`src/rtl/mini_src_pkg.sv`:
```
// rtl/mini_src_pkg.sv - shared ALU opcodes and Z capture FSM encoding
package mini_src_pkg;

  // ALU opcodes shared with the ALU and control unit
  localparam logic [4:0] OP_ADD  = 5'b00011;
  localparam logic [4:0] OP_SUB  = 5'b00100;
  localparam logic [4:0] OP_AND  = 5'b00101;
  localparam logic [4:0] OP_OR   = 5'b00110;
  localparam logic [4:0] OP_SHR  = 5'b00111;
  localparam logic [4:0] OP_SHRA = 5'b01000;
  localparam logic [4:0] OP_SHL  = 5'b01001;
  localparam logic [4:0] OP_ROR  = 5'b01010;
  localparam logic [4:0] OP_ROL  = 5'b01011;
  localparam logic [4:0] OP_NEG  = 5'b01100;
  localparam logic [4:0] OP_NOT  = 5'b01101;
  localparam logic [4:0] OP_INC  = 5'b01110;
  localparam logic [4:0] OP_MUL  = 5'b01111;
  localparam logic [4:0] OP_DIV  = 5'b10000;

  typedef enum logic [1:0] {
    ST_IDLE    = 2'd0,
    ST_SETTLE  = 2'd1,
    ST_CAPTURE = 2'd2,
    ST_WB      = 2'd3
  } zc_state_t;

  // MUL/DIV produce a 64-bit result that must also be written back to HI/LO
  function automatic logic is_hilo_op(input logic [4:0] op);
    return (op == OP_MUL) || (op == OP_DIV);
  endfunction

endpackage

```
`src/rtl/z_capture_stage_if.sv`:
```
// rtl/z_capture_stage_if.sv - control/ALU/bus signals of the Z capture stage
interface z_capture_stage_if;
  logic        start;
  logic [4:0]  alu_op;
  logic [63:0] alu_result;
  logic        zlo_rd;
  logic        zhi_rd;
  logic        busy;
  logic        done;
  logic [31:0] bus_out;
  logic        bus_drive;
  logic        flag_zero;
  logic        flag_neg;
  logic        hilo_we;
  logic [31:0] hilo_hi;
  logic [31:0] hilo_lo;
  logic        overrun;
  logic        rd_conflict;

  modport master (
    output start, alu_op, alu_result, zlo_rd, zhi_rd,
    input  busy, done, bus_out, bus_drive, flag_zero, flag_neg,
           hilo_we, hilo_hi, hilo_lo, overrun, rd_conflict
  );

  modport slave (
    input  start, alu_op, alu_result, zlo_rd, zhi_rd,
    output busy, done, bus_out, bus_drive, flag_zero, flag_neg,
           hilo_we, hilo_hi, hilo_lo, overrun, rd_conflict
  );
endinterface

```
`src/rtl/z_flag_gen.sv`:
```
// rtl/z_flag_gen.sv - zero/negative flag derivation from opcode and 64-bit result
module z_flag_gen
  import mini_src_pkg::*;
(
  input  logic [4:0]  op,
  input  logic [63:0] res,
  output logic        zero,
  output logic        neg
);

  // MUL flags cover the full 64-bit product; everything else looks at the low word
  always_comb begin
    zero = (res[31:0] == 32'd0);
    neg  = res[31];
    case (op)
      OP_MUL: begin
        zero = (res == 64'd0);
        neg  = res[63];
      end
      OP_ADD, OP_SUB, OP_AND, OP_OR, OP_SHR, OP_SHRA, OP_SHL,
      OP_ROR, OP_ROL, OP_NEG, OP_NOT, OP_INC, OP_DIV: begin
        zero = (res[31:0] == 32'd0);
        neg  = res[31];
      end
      default: begin
        zero = (res[31:0] == 32'd0);
        neg  = res[31];
      end
    endcase
  end

endmodule

```
`src/rtl/z_capture_stage.sv`:
```
// rtl/z_capture_stage.sv - settle-delayed capture of ALU result into ZHI/ZLO
module z_capture_stage
  import mini_src_pkg::*;
#(
  parameter int SETTLE_CYCLES = 1,
  parameter int CNT_W         = 4
) (
  input  logic              clock,
  input  logic              clear,
  z_capture_stage_if.slave  zif
);

  localparam logic [CNT_W-1:0] CNT_INIT = CNT_W'(SETTLE_CYCLES - 1);

  zc_state_t        state;
  zc_state_t        state_nxt;
  logic [CNT_W-1:0] cnt;
  logic [4:0]       op_q;
  logic [31:0]      zhi;
  logic [31:0]      zlo;
  logic             flag_zero_q;
  logic             flag_neg_q;
  logic             done_q;
  logic             hilo_we_q;
  logic             overrun_q;
  logic             rd_conflict_q;
  logic             fz;
  logic             fn;
  logic             busy;

  assign busy = (state != ST_IDLE);

  z_flag_gen u_flag_gen (
    .op   (op_q),
    .res  (zif.alu_result),
    .zero (fz),
    .neg  (fn)
  );

  // state register
  always_ff @(posedge clock) begin
    if (!clear) state <= ST_IDLE;
    else        state <= state_nxt;
  end

  // sequencing: wait out the settle delay, capture, optional HI/LO write-back
  always_comb begin
    state_nxt = state;
    case (state)
      ST_IDLE:    if (zif.start) state_nxt = ST_SETTLE;
      ST_SETTLE:  if (cnt == '0) state_nxt = ST_CAPTURE;
      ST_CAPTURE: state_nxt = is_hilo_op(op_q) ? ST_WB : ST_IDLE;
      ST_WB:      state_nxt = ST_IDLE;
      default:    state_nxt = ST_IDLE;
    endcase
  end

  // counter, opcode latch, Z registers, flags, pulses and sticky error bits
  always_ff @(posedge clock) begin
    if (!clear) begin
      cnt           <= '0;
      op_q          <= '0;
      zhi           <= '0;
      zlo           <= '0;
      flag_zero_q   <= 1'b0;
      flag_neg_q    <= 1'b0;
      done_q        <= 1'b0;
      hilo_we_q     <= 1'b0;
      overrun_q     <= 1'b0;
      rd_conflict_q <= 1'b0;
    end else begin
      if (state == ST_IDLE && zif.start) begin
        op_q <= zif.alu_op;
        cnt  <= CNT_INIT;
      end else if (state == ST_SETTLE && cnt != '0) begin
        cnt <= cnt - 1'b1;
      end
      if (state == ST_CAPTURE) begin
        {zhi, zlo}  <= zif.alu_result;
        flag_zero_q <= fz;
        flag_neg_q  <= fn;
      end
      done_q    <= (state == ST_CAPTURE);
      hilo_we_q <= (state == ST_WB);
      if (busy && zif.start)        overrun_q     <= 1'b1;
      if (zif.zlo_rd && zif.zhi_rd) rd_conflict_q <= 1'b1;
    end
  end

  // bus source select; ZLO has priority when both halves are requested
  always_comb begin
    zif.bus_out   = 32'd0;
    zif.bus_drive = zif.zlo_rd | zif.zhi_rd;
    if (zif.zlo_rd)      zif.bus_out = zlo;
    else if (zif.zhi_rd) zif.bus_out = zhi;
  end

  assign zif.busy        = busy;
  assign zif.done        = done_q;
  assign zif.flag_zero   = flag_zero_q;
  assign zif.flag_neg    = flag_neg_q;
  assign zif.hilo_we     = hilo_we_q;
  assign zif.hilo_hi     = zhi;
  assign zif.hilo_lo     = zlo;
  assign zif.overrun     = overrun_q;
  assign zif.rd_conflict = rd_conflict_q;

endmodule
```
`src/flat_wrapper.sv`:
```
// flat-port wrapper written by rule: the top's interface ports become plain ports
module z_capture_stage_flat import mini_src_pkg::*;
#(
  parameter int SETTLE_CYCLES = 1,
  parameter int CNT_W         = 4
)
  (clock, clear, zif_start, zif_alu_op, zif_alu_result, zif_zlo_rd, zif_zhi_rd, zif_busy, zif_done, zif_bus_out, zif_bus_drive, zif_flag_zero, zif_flag_neg, zif_hilo_we, zif_hilo_hi, zif_hilo_lo, zif_overrun, zif_rd_conflict);
  z_capture_stage_if zif_i ();
  input  logic clock;
  input  logic clear;
  input wire logic [$bits(zif_i.start)-1:0] zif_start;
  input wire logic [$bits(zif_i.alu_op)-1:0] zif_alu_op;
  input wire logic [$bits(zif_i.alu_result)-1:0] zif_alu_result;
  input wire logic [$bits(zif_i.zlo_rd)-1:0] zif_zlo_rd;
  input wire logic [$bits(zif_i.zhi_rd)-1:0] zif_zhi_rd;
  output wire logic [$bits(zif_i.busy)-1:0] zif_busy;
  output wire logic [$bits(zif_i.done)-1:0] zif_done;
  output wire logic [$bits(zif_i.bus_out)-1:0] zif_bus_out;
  output wire logic [$bits(zif_i.bus_drive)-1:0] zif_bus_drive;
  output wire logic [$bits(zif_i.flag_zero)-1:0] zif_flag_zero;
  output wire logic [$bits(zif_i.flag_neg)-1:0] zif_flag_neg;
  output wire logic [$bits(zif_i.hilo_we)-1:0] zif_hilo_we;
  output wire logic [$bits(zif_i.hilo_hi)-1:0] zif_hilo_hi;
  output wire logic [$bits(zif_i.hilo_lo)-1:0] zif_hilo_lo;
  output wire logic [$bits(zif_i.overrun)-1:0] zif_overrun;
  output wire logic [$bits(zif_i.rd_conflict)-1:0] zif_rd_conflict;
  assign zif_i.start = zif_start;
  assign zif_i.alu_op = zif_alu_op;
  assign zif_i.alu_result = zif_alu_result;
  assign zif_i.zlo_rd = zif_zlo_rd;
  assign zif_i.zhi_rd = zif_zhi_rd;
  assign zif_busy = zif_i.busy;
  assign zif_done = zif_i.done;
  assign zif_bus_out = zif_i.bus_out;
  assign zif_bus_drive = zif_i.bus_drive;
  assign zif_flag_zero = zif_i.flag_zero;
  assign zif_flag_neg = zif_i.flag_neg;
  assign zif_hilo_we = zif_i.hilo_we;
  assign zif_hilo_hi = zif_i.hilo_hi;
  assign zif_hilo_lo = zif_i.hilo_lo;
  assign zif_overrun = zif_i.overrun;
  assign zif_rd_conflict = zif_i.rd_conflict;
  z_capture_stage #(.SETTLE_CYCLES(SETTLE_CYCLES), .CNT_W(CNT_W)) u_core (.clock(clock), .clear(clear), .zif(zif_i));
endmodule
```
`config.mk`:
```
export PLATFORM = sky130hd
export DESIGN_NAME = z_capture_stage_flat
export DESIGN_NICKNAME = d
export VERILOG_FILES = /design/src/rtl/mini_src_pkg.sv /design/src/rtl/z_capture_stage_if.sv /design/src/rtl/z_flag_gen.sv /design/src/rtl/z_capture_stage.sv /design/src/flat_wrapper.sv
export SDC_FILE = /design/constraint.sdc
export NUM_CORES = 1
export LEC_CHECK = 0
export ABC_AREA = 1
export CAP_MARGIN = 40
export CORE_ASPECT_RATIO = 1.75
export CORE_MARGIN = 2
export CORE_UTILIZATION = 40
export CTS_CLUSTER_DIAMETER = 200
export DETAILED_ROUTE_END_ITERATION = 8
export GPL_ROUTABILITY_DRIVEN = 0
export PLACE_DENSITY = 0.79
export SLEW_MARGIN = 20
export SYNTH_ARGS = -nofsm -noshare
export SYNTH_HDL_FRONTEND = slang
export SYNTH_HIERARCHICAL = 1
export SYNTH_SLANG_ARGS = --single-unit
```
`constraint.sdc`:
```
create_clock -name clock -period 2.1 [get_ports clock]
set_input_delay 0.21 -clock clock [delete_from_list [all_inputs] [get_ports clock]]
set_output_delay 0.21 -clock clock [all_outputs]
set_load 0.03 [all_outputs]
```
==> results.md, run 1 <==
* Mapped Cells at 543
* Inst Count DP at 815
* PwrDens at 721 mW/mm2
* Final Hold Fails at 0
* Initial Utilization at 0.407
* Clock tree buffer depth at 2
* Flop-to-flop setup slack at 0.67 ns
* Most frequent cells in the layout: nor2_1 (188), clkdlybuf4s50_1 (144), nand2_1 (97)
* RSZ-0062 raised after global routing: no
* DRC violations left at 0
* Outcome: finished, final reports clean
* Cell chain of the critical path: inv_1 > nand2_1 > clkdlybuf4s50_1
* CP Launch Type: flop
* Final setup viols at 0
* Critical path arrival at 1.62 ns
* Post-layout min period at 1.83 ns
* Worst-path maximum fanout at 5
* Simple-gate area share of the yosys netlist at 0.365
* Final period util at 0.871
* Vias at 4133
* Antenna cells at 0
* CP peak stage delay at 0.68 ns
* GRT Util Overall at 0.238
* Slew headroom at 0.602
* Core ar. at 0.00892 mm2
* Htree depth at 3
* Clock Sinks at 81
* Post-synthesis sequential area ratio at 0.447
* CP max stage cell: clkdlybuf4s50_1
* WL/cell at 14.7 um
* Synth Area in Compound Gates at 0.115
* Final Max Tran Viols at 0
* Post-Synthesis Cell Area at 0.00363 mm2
* Global route overflow at 0
* Max-Cap Viols at 0
* Setup Crit Path Kind: reg2out
* Finished Layout Cells at 831
* Leakage at 2.31 nW
* IO Count at 178
* Multiplexer area fraction after synthesis at 0
* DIE HEIGHT at 130 um
* Num CTS Buffers at 9
* Die Wd at 76.0 um
* Cts repair resizes at 0
* Nets@finish at 781
* Worst endpoint required time at 1.89 ns
* Area of the multi-input gates at 0.00177 mm2
* Port Buf Inserts at 177
* Synth cell types at 24
* Largest net degree at the start of global routing at 68
* DRT iter0 DRCs at 230
* First-pass GRT wire length at 18.3 mm
* Clk slew on worst S/H paths at 0.06 ns
* Worst skew pair latency at 0.33 ns
* Layout cells sized above 1 at 0.0914
* Layout area overhead at 55.7%
* Via-to-Cell Ratio at 4.97
* Hold-fix buffers, CTS at 0
* Commonest non-fill, non-tap cell in the layout: nor2_1
* Total wire length at 12.2 mm
* Clock skew at 0.00378 ns
* CTS Root Cell: clkbuf_16
* Fill count at 796
* # rows at 46
* HP Class: in2reg
* Largest family of logic cells by synthesized area: simple AND/OR/NAND/NOR gates
* Synth Warn # at 6
* Setup Buffers After CTS at 0
* Synth Register Bits at 81
* Power consumption at 4.08 mW
* Final ANT Viol Nets at 0
* Die ar. at 0.00989 mm2
* Setup TNS at 0 ns
* Critical path's top delay family: buffers and inverters
* Register area at 0.00162 mm2
* Synth Area in XOR/XNOR at 0.00241
* Mapped Avg Cell Area at 6.69 um2
* Worst-margin pin slew at 0.597 ns
* TritonCTS clock tree: yes
* Worst vdd ir at 0.627 mV
* Crit end category: output port
* Fmax at 0.547 GHz
* Initial antenna violation count at 0
* Hpwl dp at 8.97 mm
* Mapped Nets at 618
* Hold WS at 0.186 ns
* Drt pass-1 iters at 4
* Vias in the first global route at 3711
* WP buf/inv at 2
* Fraction of the mapped netlist area in adder cells at 0.00345
-- kinds of logic after synthesis --
logic type	count (synthesis)
compound gates	83
flops	81
fa+ha+maj	1
xor+xnor	1
simple gates	331
buf+inv	46
-- Yosys cell counts, drive strengths merged --
cell,instances,area share
nor2,190,0.20
nand2,98,0.10
buf,20,0.040
inv,13,0.013
nand3,37,0.054
a21oi,11,0.016
xor2,1,0.0024
dfxtp,81,0.45
nand4,4,0.0069
nor3,1,0.0014
o21ai,72,0.099
clkbuf,13,0.014
or2,1,0.0017
ha,1,0.0034
-- worst register-to-register path: cells and delay by family, from the launching register on --
kind	cells	cell delay (ns)
AOI/OAI and AO/OA	1	0.24
and+or+nand+nor	2	0.19
DFF	1	0.37
buffers and inverters	2	0.58
-- metrics by stage --
stage / setup slack (ns) / instance area (um2) / util
detailed placement: 0.295 / 5360 / 0.601
global route: 0.191 / 5650 / 0.634
finish: 0.272 / 5650 / 0.634
CTS: 0.260 / 5650 / 0.634
global placement: 0.306 / 5360 / 0.601
floorplan: 0.961 / 3630 / -
-- power by group --
part,switching [mW],internal [mW],total (mW)
Sequential,0.0723,1.62,1.70
Clock,0.587,0.926,1.51
Combinational,0.488,0.379,0.867
-- flip-flops by register name, indices dropped and copies added, names as in the netlist --
| name | count |
|---|---|
| u_core/cnt | 4 |
| u_core/op_q | 5 |
| u_core/state | 2 |
| u_core/zif.done | 1 |
| u_core/zif.flag_neg | 1 |
| u_core/zif.flag_zero | 1 |
| u_core/zif.hilo_hi | 32 |
| u_core/zif.hilo_lo | 32 |
| u_core/zif.hilo_we | 1 |
| u_core/zif.overrun | 1 |
| u_core/zif.rd_conflict | 1 |
-- per-layer routing --
metal	wire, um	track usage
met5	0	0
met1	4560	0.243
met4	358	0.107
met2	6580	0.452
met3	745	0.0657
-- worst paths after layout --
check | start | end | cells after the start
max | u_core/state[1] | zif_busy | 3
min | clear | u_core/zif.hilo_lo[20] | 3
max reg2reg | u_core/state[0] | u_core/zif.hilo_lo[10] | 5
min reg2reg | u_core/cnt[0] | u_core/cnt[0] | 2
-- cell type report --
type / count / share of cell area
tap: 120 / 0.0266
clock buffer: 14 / 0.0503
sequential: 81 / 0.287
inverter: 13 / 0.00863
multi-input combinational: 416 / 0.312
clock inverter: 2 / 0.00177
timing repair buffer: 185 / 0.313
Note: power is estimated with default switching activity, not from simulation.
==> run 2, diff against run 1 <==
Settings changed: SKIP_CTS_REPAIR_TIMING set to 1.
==> results of run 2 <==
No change in the layout: final DEF, timing and power equal those of run 1.
==> run 3, diff against run 2 <==
Settings changed: TNS_END_PERCENT set to 100.
==> results of run 3 <==
No change in the layout: final DEF, timing and power equal those of run 1.
